===== config.mk =====
export PLATFORM = sky130hd
export DESIGN_NAME = mix_columns_sequencer
export DESIGN_NICKNAME = d
export VERILOG_FILES = /design/src/rtl/aes_model_pack.sv /design/src/rtl/mix_one_column.sv /design/src/rtl/mix_columns_sequencer.sv
export SDC_FILE = /design/constraint.sdc
export NUM_CORES = 1
export LEC_CHECK = 0
export ABC_AREA = 1
export BUFFER_PORTS_ARGS = -buffer_cell sky130_fd_sc_hd__buf_2
export CORE_AREA = 2 2 149 151
export CTS_BUF_LIST = sky130_fd_sc_hd__clkbuf_4
export DETAILED_ROUTE_END_ITERATION = 8
export DIE_AREA = 0 0 151 153
export GPL_TIMING_DRIVEN = 0
export PLACE_DENSITY = 0.84
export SYNTH_ARGS = -nofsm -noshare
export SYNTH_HDL_FRONTEND = slang
export SYNTH_SLANG_ARGS = --single-unit

===== constraint.sdc =====
create_clock -name clk -period 4.77 [get_ports clk]
set_input_delay 0.477 -clock clk [delete_from_list [all_inputs] [get_ports clk]]
set_output_delay 0.477 -clock clk [all_outputs]
set_load 0.01 [all_outputs]

===== src/rtl/aes_model_pack.sv =====
// Shared AES definitions for the MixColumns sequencer slice.
//   COLUMN_SIZE_IN_BYTES / NUM_COLUMNS : state geometry (AES-128)
//   column_t : one state column. Byte 0 of the column (row 0) is element [3].
//   state_t  : full state. Column 0 is element [NUM_COLUMNS-1], which puts it
//              in the top 32 bits of the flat 128-bit vector.
//   mix_seq_state_e : sequencer FSM encoding
//   xtime    : GF(2^8) multiply by 2 with the AES polynomial 0x11b
package aes_model_pack;
  localparam int COLUMN_SIZE_IN_BYTES = 4;
  localparam int NUM_COLUMNS          = 4;

  typedef logic [COLUMN_SIZE_IN_BYTES-1:0][7:0] column_t;
  typedef column_t [NUM_COLUMNS-1:0]            state_t;

  typedef enum logic [1:0] {
    IDLE = 2'd0,
    MIX  = 2'd1,
    DONE = 2'd2
  } mix_seq_state_e;

  function automatic logic [7:0] xtime(input logic [7:0] b);
    return {b[6:0], 1'b0} ^ (b[7] ? 8'h1b : 8'h00);
  endfunction
endpackage


===== src/rtl/mix_one_column.sv =====
// Combinational MixColumns of a single AES column.
//   column       : input column. Row r is at column[3-r].
//   mixed_column : the column multiplied by the circulant matrix {02,03,01,01}
//                  over GF(2^8).
module mix_one_column
  import aes_model_pack::*;
(
  input  column_t column,
  output column_t mixed_column
);
  logic [7:0] a0, a1, a2, a3;

  assign a0 = column[3];
  assign a1 = column[2];
  assign a2 = column[1];
  assign a3 = column[0];

  // The 3*x terms are written as xtime(x) ^ x.
  assign mixed_column[3] = xtime(a0) ^ xtime(a1) ^ a1 ^ a2 ^ a3;
  assign mixed_column[2] = a0 ^ xtime(a1) ^ xtime(a2) ^ a2 ^ a3;
  assign mixed_column[1] = a0 ^ a1 ^ xtime(a2) ^ xtime(a3) ^ a3;
  assign mixed_column[0] = xtime(a0) ^ a0 ^ a1 ^ a2 ^ xtime(a3);
endmodule


===== src/rtl/mix_columns_sequencer.sv =====
// Time-multiplexes one mix_one_column over a 128-bit AES state, one column
// per clock. Sits between ShiftRows and AddRoundKey.
//   clk, rst              : clock, synchronous active-high reset
//   in_valid/in_ready     : input handshake. in_state is captured in IDLE.
//   in_state[127:0]       : column c at [127-32c -: 32], row r at [31-8r -: 8]
//   out_valid/out_ready   : output handshake. out_state is held through stalls.
//   out_state[127:0]      : mixed state, same packing as in_state
//   busy                  : high in MIX and DONE
// Optional build macro MIX_SEQ_LAST_ROUND_BYPASS_EN adds the last_round input.
// When last_round is captured as 1, the columns are copied through unmixed.
module mix_columns_sequencer
  import aes_model_pack::state_t, aes_model_pack::column_t,
         aes_model_pack::mix_seq_state_e, aes_model_pack::IDLE,
         aes_model_pack::MIX, aes_model_pack::DONE,
         aes_model_pack::COLUMN_SIZE_IN_BYTES;
#(
  parameter int NUM_COLUMNS = 4,
  parameter int BYTE_W      = 8
) (
  input  logic                                            clk,
  input  logic                                            rst,
  input  logic                                            in_valid,
  output logic                                            in_ready,
  input  logic [NUM_COLUMNS*COLUMN_SIZE_IN_BYTES*BYTE_W-1:0] in_state,
`ifdef MIX_SEQ_LAST_ROUND_BYPASS_EN
  input  logic                                            last_round,
`endif
  output logic                                            out_valid,
  input  logic                                            out_ready,
  output logic [NUM_COLUMNS*COLUMN_SIZE_IN_BYTES*BYTE_W-1:0] out_state,
  output logic                                            busy
);
  localparam int CNT_W = $clog2(NUM_COLUMNS);

  // The packed state type and the mixer assume a 4x4 byte AES-128 state.
  if (NUM_COLUMNS != 4 || BYTE_W != 8) begin : g_bad_geometry
    $error("mix_columns_sequencer supports only NUM_COLUMNS=4, BYTE_W=8");
  end

  mix_seq_state_e   state_q;
  logic [CNT_W-1:0] cnt_q;
  logic [CNT_W-1:0] col_idx;
  state_t           src_q;
  state_t           res_q;
  column_t          cur_col;
  column_t          mix_col;
  column_t          res_col;

  // Column 0 occupies the most significant element of state_t.
  assign col_idx = CNT_W'(NUM_COLUMNS - 1) - cnt_q;
  assign cur_col = src_q[col_idx];

  mix_one_column u_mix (
    .column       (cur_col),
    .mixed_column (mix_col)
  );

`ifdef MIX_SEQ_LAST_ROUND_BYPASS_EN
  logic last_q;
  assign res_col = last_q ? cur_col : mix_col;

  always_ff @(posedge clk) begin
    if (rst)
      last_q <= 1'b0;
    else if (state_q == IDLE && in_valid)
      last_q <= last_round;
  end
`else
  assign res_col = mix_col;
`endif

  always_ff @(posedge clk) begin
    if (rst) begin
      state_q <= IDLE;
      cnt_q   <= '0;
      src_q   <= '0;
      res_q   <= '0;
    end else begin
      case (state_q)
        IDLE: if (in_valid) begin
          src_q   <= in_state;
          cnt_q   <= '0;
          state_q <= MIX;
        end
        MIX: begin
          res_q[col_idx] <= res_col;
          cnt_q          <= cnt_q + 1'b1;   // wraps to 0 after the last column
          if (cnt_q == CNT_W'(NUM_COLUMNS - 1))
            state_q <= DONE;
        end
        DONE: if (out_ready) state_q <= IDLE;
        default: state_q <= IDLE;
      endcase
    end
  end

  assign in_ready  = (state_q == IDLE);
  assign out_valid = (state_q == DONE);
  assign busy      = (state_q != IDLE);
  assign out_state = res_q;
endmodule

==> results of run 1 <==
-- tightest hold or removal path, cell delays in order --
cell     delay [ns]
buf_2          0.07
o21ai_0        0.07
nor2_1         0.07
-- area by class of cell --
class / count / area, um2 / area share (%)
Antenna cell: 1 / 2.50 / 0.0165
Buffer: 109 / 566 / 3.72
Clock buffer: 95 / 713 / 4.69
Clock inverter: 14 / 83.8 / 0.551
Inverter: 115 / 443 / 2.91
Multi-Input combinational cell: 1452 / 6520 / 42.9
Sequential cell: 260 / 5200 / 34.2
Tap cell: 280 / 350 / 2.30
Timing Repair Buffer: 263 / 1320 / 8.69
-- metal layers --
metal	track usage, %	part of all wire [%]	wire (um)	vias to the layer above
li1	-	-	-	6879
met2	62.7	46	20400	761
met3	5.73	7.5	3370	176
met1	47.1	40	17800	6329
met4	25.3	6.9	3070	0
met5	0	0	0	-
-- registers in the layout, indices dropped and copies added, names as in the netlist --
name,flops
cnt_q,2
state_q,2
src_q,128
out_state,128
-- cells by family (layout without fill, tap and decap cells) --
logic type,count (synthesis),after routing
flops,260,260
fa+ha+maj,4,4
simple gates,1114,1114
buf+inv,224,596
compound gates,329,329
other cells,0,1
xor+xnor,5,5
-- per-stage QoR --
| stage | utilization [%] | instances | hold slack (ns) | cell area [um2] |
|---|---|---|---|---|
| floorplan | - | 1936 | 0.444 | 12700 |
| finish | 70.8 | 2589 | 0.0330 | 15200 |
| CTS | 70.8 | 2588 | 0.0176 | 15200 |
| global placement | 67.0 | 2478 | 0.458 | 14400 |
| detailed placement | 67.0 | 2478 | 0.461 | 14400 |
| global route | 70.8 | 2589 | 0.0582 | 15200 |
-- power by group through the flow --
stage                     sequential (mW)  clock [mW]  combinational [mW]
after global placement               2.46           0                1.55
after CTS                            2.41        1.89                1.59
after floorplan                      2.45           0                1.04
after global routing                 2.43        1.99                1.79
after detailed placement             2.46           0                1.58
final                                2.41        1.89                1.63
-- synth_stat cells --
cell,instances,area share [%]
clkinv_2,1,0.039
buf_2,19,0.75
xnor2_1,2,0.14
dfxtp_1,260,41
xnor2_2,2,0.26
o21ai_0,188,7.4
nand3b_1,4,0.24
buf_4,11,0.65
inv_1,97,2.9
o21ai_1,1,0.039
nand2_4,3,0.27
nand4_1,1,0.049
buf_1,7,0.21
nand2_2,46,2.3
clkbuf_1,62,1.8
nand3_1,182,7.2
nor2_1,248,7.3
nand3_2,4,0.31
buf_6,7,0.62
ha_1,4,0.39
inv_8,1,0.088
nand2_1,624,18
inv_2,15,0.44
buf_8,2,0.24
buf_12,1,0.16
a211oi_1,1,0.059
nor3_1,1,0.039
o21a_1,69,4.1
xor2_1,1,0.069
inv_4,1,0.049
nor2_2,1,0.049
a21oi_1,70,2.8
-- worst paths after layout --
kind	end	start	cells past startpoint
min	src_q[99]	in_state[99]	3
max	out_state[21]	cnt_q[0]	13
max reg2reg	out_state[21]	cnt_q[0]	13
min reg2reg	src_q[20]	src_q[20]	2
==> metrics.txt, run 1 <==
Synth Area in Compound Gates=around 14%; max-cap violations=0; Cells after Synth=1,936; H-tree Lvls=3; net switching power=~2.2 mW; Data arrival, critical path=2.94 ns; CTS tree=done; adder-cell share of the synthesized area=0.393%; Die Y=roughly 150 um; nature of the critical path endpoint=flop; Ys Warns=0; DP Wirelength=34,300 um; final period utilization=50.1%; Power Dens Cells=390 nW/um2; die area=23,100 um2; largest net degree at the start of global routing=12; total clock sinks=260; Filler Cell Count=1,868; Routability Congestion=~1.0; post-synth cell types=32; largest family of logic cells by synthesized area=simple AND/OR/NAND/NOR gates; slowest CP cell=dfxtp_1; wire length of the first global-routing pass=69,000 um; Mean Syn Cell Area=between 6 and 7 um2; iteration count of the initial detailed-routing pass=6; CP most frequent cell=nand2_1; crit path kind=flop to flop; worst reg2reg setup slack=2.38 ns; DIE WIDTH=151 um; worst skew pair latency=0.70 ns; combinational power share=27.4%; switching part of the total=36.4%; RSZ-0062 raised after global routing=no; Post-Syn Area=12,700 um2; Slew @ Worst Pin=0.843 ns; Nets=2,404; Total GRT Usage=about two fifths; Post-CTS Setup Inserts=0; Hold/Removal Path Class=primary input to flop; clk_skew=0.0558 ns; Final Hold Fails=0; Slew Limit Headroom=a little over two fifths; # setup viols final=0; Pwr Total=between 5 and 6 mW; FF+latch count, synth=260; Via Count=approximately 14,000; CP Launch Type=flop; site row count=54; Lkg Pwr=8.06 nW; max incr delay on CP=between 0.3 and 0.4 ns; drt drc=0; core area=roughly 21,000 um2; delay-heaviest family, CP=simple AND/OR/NAND/NOR gates; run status=completed; Starting Density=roughly three fifths; Setup TNS=0 ns; Peak VDD IR=~0.00027 V; GRT overflow=0; commonest non-fill, non-tap cell in the layout=nand2_1; Syn Nets=2,072; CTS clk-pin slew, worst paths=roughly 0.07 ns; vias in the first global route=13,200; CTS Buffer Depth=3; Synth Area in XOR/XNOR=less than 1%; synth-to-layout area growth=19.4%; drt wl/cell=17.3 um; drt total wl=44,700 um; Clk pwr share=31.9%; total CTS buffers=67; multiplexer area fraction after synthesis=0%; fin. max-slew vios=0; post-synthesis simple-gate area fraction=36.1%; Max Fclk=418 MHz; share of cells above drive strength 1=20.7%; PortBufs=262; worst slack at placement=between 2 and 3 ns; critical path required time=5.32 ns; # IOs=263; Final WS setup=2.38 ns; sequential-to-total area share from yosys stat=40.9%; most frequent cells in the layout=624 x nand2_1, 281 x buf_2, 260 x dfxtp_1; CP cell instances=buf_6, buf_4, nand2_1, nand3_1, nand2_1, inv_1, nand2_1, nand2_1, nand2_1, nand3_1, nand3_1, nand2_1, inv_1; vias per inst=roughly 5.5; initial antenna violation count=1; Buf/Inv on CP=4; clock tree root driver cell=clkbuf_4; fin crit period=about 2.4 ns; Starting DRT DRC Count=1,110; Reg power frac=40.7%; Pint=3.77 mW; hold buffer count at cts=1; CTS resizes=0; DRT antenna net count=0; Critical Path Fanout Max=10
Power figures use the tool's default switching activity.
==> inputs of run 2 (changes only) <==
- CORE_AREA: 2 2 149 151 -> 2 2 153 155
- DIE_AREA: 0 0 151 153 -> 0 0 155 157
- PLACE_DENSITY: 0.84 -> 0.81
- clock period: 4.77 -> 2.2 ns (I/O delays scaled with it)
==> metrics.txt, run 2 (synthesis results as in run 1) <==
Total GRT Usage=40.7% (+2.2 points); Routability Congestion=0.988 (-0.80%); drt wl/cell=18.5 um (+7.3%); Slew @ Worst Pin=0.817 ns (-0.0262 ns); drt total wl=50,700 um (+13%); DP Wirelength=33,900 um (-1.0%); CP Launch Type=flop; PortBufs=262 (unchanged); crit path to=out_state[30]; reg-to-reg critical path startpoint=cnt_q[1]; # setup viols final=0 (unchanged); total clock sinks=260 (unchanged); share of cells above drive strength 1=20.9% (+0.21 points); Max Fclk=471 MHz (+13%); Min Hold Slack=0.216 ns (+0.183 ns); iteration count of the initial detailed-routing pass=7 (+1); core area=22,500 um2 (+4.7%); clock tree root driver cell=clkbuf_4; vias per inst=5.59 (+2.4%); nature of the critical path endpoint=flop; run status=completed; Critical Path Fanout Max=10 (unchanged); fin. max-slew vios=0 (unchanged); Setup TNS=0 ns (unchanged); synth-to-layout area growth=31.1%; CTS tree=done; non-filler cells, final=2,737 (+5.7%); commonest non-fill, non-tap cell in the layout=nand2_1; Pwr Total=13.5 mW (+130%); DRT antenna net count=0 (unchanged); final instance area=16,700 um2 (+9.8%); worst hold stages=5 (+2); wire length of the first global-routing pass=76,800 um (+11%); Starting Density=56.6% (-2.7 points); clk_skew=0.0652 ns (+0.00933 ns); Nets=2,534 (+5.4%); die area=24,300 um2 (+5.3%); worst skew pair latency=0.71 ns (about the same); Peak VDD IR=0.000491 V (+85%); CTS Buffer Depth=3 (unchanged); Starting DRT DRC Count=1,534 (+38%); most frequent cells in the layout=605 x nand2_1, 279 x buf_2, 259 x dfxtp_1; GRT overflow=0 (unchanged); max incr delay on CP=0.36 ns (-0.03 ns); final period utilization=96.4% (+46 points); drt drc=0 (unchanged); CTS clk-pin slew, worst paths=0.07 ns (about the same); Hold/Removal Path Class=primary input to flop; worst hold start=in_valid; critical path required time=2.75 ns (-2.57 ns); crit path from=cnt_q[1]; Via Count=15,300 (+8.2%); FF-to-FF path depth=11 (-2); DIE WIDTH=155 um (+2.6%); vias in the first global route=14,800 (+12%); Data arrival, critical path=2.67 ns (-0.27 ns); max-cap violations=0 (unchanged); total CTS buffers=67 (unchanged); H-tree Lvls=3 (unchanged); site row count=55 (+1.9%); crit path kind=flop to flop; slowest CP cell=dfxtp_1; Slew Limit Headroom=45.5% (+1.7 points); Critical R2R Capture=out_state[30]; worst reg2reg setup slack=0.08 ns (-2.30 ns); placed inst area=14,400 um2 (about the same); largest net degree at the start of global routing=12 (unchanged); initial antenna violation count=3 (+2); Power Dens Cells=810 nW/um2 (+110%); Post-Place Cells=2,483 (+0.20%); Lkg Pwr=8.68 nW (+7.7%); # IOs=263 (unchanged); Die Y=157 um (+2.6%); fin crit period=2.12 ns (-0.268 ns); Final Hold Fails=0 (unchanged); CP cell instances=buf_4, buf_2, nand3_1, nand2_2, nand2_1, nand2_2, nand2_1, nand3_1, nand3_1, nand2_1, inv_1
-- run 2: how the worst min path moves through the flow --
stage | end | slack, ns
after floorplan | cnt_q[1] | 0.29
after global placement | cnt_q[1] | 0.44
after detailed placement | state_q[0] | 0.45
after CTS | src_q[63] | 0.16
after global routing | src_q[25] | 0.30
final | src_q[25] | 0.22
-- run 2: cell type report --
class                   instances  area, um2
diodes                          4       10.0
plain buffers                 109        583
clock buffers                  97        728
clock inverters                22        176
fillers                      1750       5800
inverters                     115        443
multi-input cells            1452       6580
flip-flops and latches        260       5210
well taps                     285        357
repair buffers                393       2620
-- run 2: power by group --
part | internal (mW) | switching [mW] | total (mW)
logic | 1.23 | 2.57 | 3.80
registers | 5.03 | 0.216 | 5.25
clock network | 2.39 | 2.10 | 4.49
total | 8.66 | 4.88 | 13.5
-- run 2: worst max-delay path, delay by kind of cell, from the launching register on --
| kind | cells | cell delay, ns |
|---|---|---|
| simple gates | 8 | 1.10 |
| flops | 1 | 0.36 |
| buf+inv | 3 | 0.48 |
-- run 2: timing repair --
item | in CTS | in global routing
setup buffers | 0 | 1
hold endpoints to repair | 132 | 0
hold buffers | 130 | 0
setup endpoints to repair | 2 | 183
gates resized for setup | 2 | 34
pin swaps | 0 | 1
-- run 2: per-layer routing --
layer / part of all wire [%] / track usage [%]
met5: 0 / 0
met4: 7.5 / 31.2
met3: 9.2 / 8.04
met2: 46 / 67.6
met1: 37 / 46.4
-- run 2: stage by stage --
step / utilization [%] / setup WS [ns]
after floorplan: - / 0.593
after global placement: 64.0 / 0.0245
after detailed placement: 64.0 / -0.0437
after CTS: 73.8 / 0.0163
after global routing: 74.2 / -0.00622
final: 74.2 / 0.0785
==> inputs of run 3 (changes only) <==
- CORE_AREA: 2 2 153 155 -> 10 10 161 163
- DIE_AREA: 0 0 155 157 -> 0 0 171 173
==> metrics.txt, run 3 (synthesis results as in run 1) <==
CP Launch Type=flop; Hold/Removal Path Class=primary input to flop; nature of the critical path endpoint=flop; CTS tree=done; storage element area=5210 um2 (unchanged); area occupied by multi-input gates=6590 um2 (about the same); Total GRT Usage=34.4% (-6.4 points); Layout Utilization=73.7% (-0.56 points); share of cells above drive strength 1=20.7% (-0.16 points); # setup viols final=0 (unchanged); wire length of the first global-routing pass=80,700 um (+5.1%); fin crit period=2.13 ns (+0.0104 ns); RSZ-0062 raised after global routing=no; Die Y=173 um (+10%); site row count=55 (unchanged); Met1 Routed Length=19,400 um (+2.5%); Buf/Inv on CP=3 (unchanged); Max Fclk=469 MHz (-0.49%); H-tree Lvls=3 (unchanged); delay-heaviest family, CP=simple AND/OR/NAND/NOR gates; DR WL met2=25,000 um (+7.3%); Starting Density=56.4% (-0.17 points); clock tree root driver cell=clkbuf_4; CP cell instances=buf_6, buf_4, nand2_1, nand3_1, nand2_2, inv_1, nand2_1, nand2_1, nand2_1, nand2_1, nand2_1, nand2_2, a21oi_1; CTS clk-pin slew, worst paths=0.07 ns (about the same); Data arrival, critical path=2.66 ns (about the same); Starting DRT DRC Count=1,689 (+10%); commonest non-fill, non-tap cell in the layout=nand2_1; most frequent cells in the layout=606 x nand2_1, 278 x buf_2, 259 x dfxtp_1; Via Count=15,400 (+0.86%); initial antenna violation count=1 (-2); Lkg Pwr=8.64 nW (-0.50%); Slew @ Worst Pin=1.03 ns (+0.212 ns); Critical Path Fanout Max=10 (unchanged); core area=22,600 um2 (+0.31%); drt total wl=53,000 um (+4.6%); DIE WIDTH=171 um (+10%); final period utilization=96.9% (+0.47 points); drt drc=0 (unchanged); Peak VDD IR=0.000534 V (+8.7%); Post-CTS Setup Inserts=0 (unchanged); Filler Cell Count=1,767 (+0.97%); iteration count of the initial detailed-routing pass=8 (+1); clk_skew=0.0578 ns (-0.00739 ns); PortBufs=262 (unchanged); DRT antenna net count=0 (unchanged); crit path kind=flop to flop; total clock sinks=260 (unchanged); Power Dens Cells=796 nW/um2 (-1.8%); Slew Limit Headroom=31.4% (-14 points); CTS Buffer Depth=3 (unchanged); DP Wirelength=36,500 um (+7.4%); Nets=2,532 (-0.079%); Routability Congestion=0.980 (-0.73%); run status=completed; slowest CP cell=dfxtp_2; max-cap violations=0 (unchanged); critical path required time=2.73 ns (-0.02 ns); max incr delay on CP=0.36 ns (about the same); # IOs=263 (unchanged); largest net degree at the start of global routing=14 (+2); met3 WL=5240 um (+12%); synth-to-layout area growth=30.5%; Pwr Total=13.2 mW (-2.2%); Final Hold Fails=0 (unchanged); GRT overflow=0 (unchanged); drt wl/cell=19.4 um (+4.7%); worst skew pair latency=0.71 ns (about the same); top routing layer used=met4; Min Hold Slack=0.306 ns (+0.0904 ns); vias per inst=5.65 (+0.97%); vias in the first global route=14,700 (-0.69%); CP most frequent cell=nand2_1; fin. max-slew vios=0 (unchanged); total CTS buffers=67 (unchanged); die area=29,600 um2 (+22%)
==> run 3: changes by cell type in the layout (fill, tap and decap cells not counted), sizes merged <==
cell      before  now
clkbuf       164  161
diode          4    1
bufinv         3    0
clkinv        17   23
inv          115  116
clkinvlp       2    1
==> run 3: layout make-up <==
class                      instances  area share, %
antenna                            1         0.0150
buffer                           108           3.46
clock buffer                      96           4.33
clock inverter                    25          0.722
inverter                         115           2.69
multi-input combinational       1452           39.6
sequential                       260           31.3
tap                              285           2.14
timing repair buffer             392           15.7
==> run 3: worst min-delay path, cell delays in order <==
cell	delay, ns
dlygate4sd3_1	0.52
buf_2	0.09
o21ai_0	0.07
nor2_1	0.07
==> run 3: through the flow <==
stage	cells	worst slack (ns)	setup TNS [ns]	cell area (um2)
after floorplan	1936	0.593	0	12700
final	2734	0.0681	0	16600
after detailed placement	2483	-0.0603	-0.349	14400
after global placement	2483	-0.0483	-0.163	14400
after CTS	2733	0.0279	0	16600
after global routing	2734	0.00439	0	16600
==> run 3: path summary, 6_finish.rpt <==
path | to | startpoint | cells after the start | slack, ns
setup / recovery | out_state[116] | cnt_q[0] | 13 | 0.07
hold / removal | src_q[22] | in_state[22] | 4 | 0.31
setup reg to reg | out_state[116] | cnt_q[0] | 13 | 0.07
hold reg to reg | src_q[63] | src_q[63] | 2 | 0.48
==> run 3: what timing repair did <==
action	in CTS	in global routing
resized for setup	4	32
endpoints found under the setup margin	15	95
endpoints found under the hold margin	132	0
hold buffers	130	0
==> run 3: report_power, final <==
part	total, mW	switching [mW]	internal, mW	leakage [nW]
clock	4.15	2.10	2.05	0.499
combinational	3.83	2.60	1.23	6.01
sequential	5.25	0.221	5.03	2.13
==> run 3: per-layer routing <==
metal / GRT usage [%] / vias up
met1: 39.0 / 6986
met4: 21.7 / 0
met5: 0 / -
li1: - / 7143
met2: 57.1 / 1075
met3: 7.36 / 238
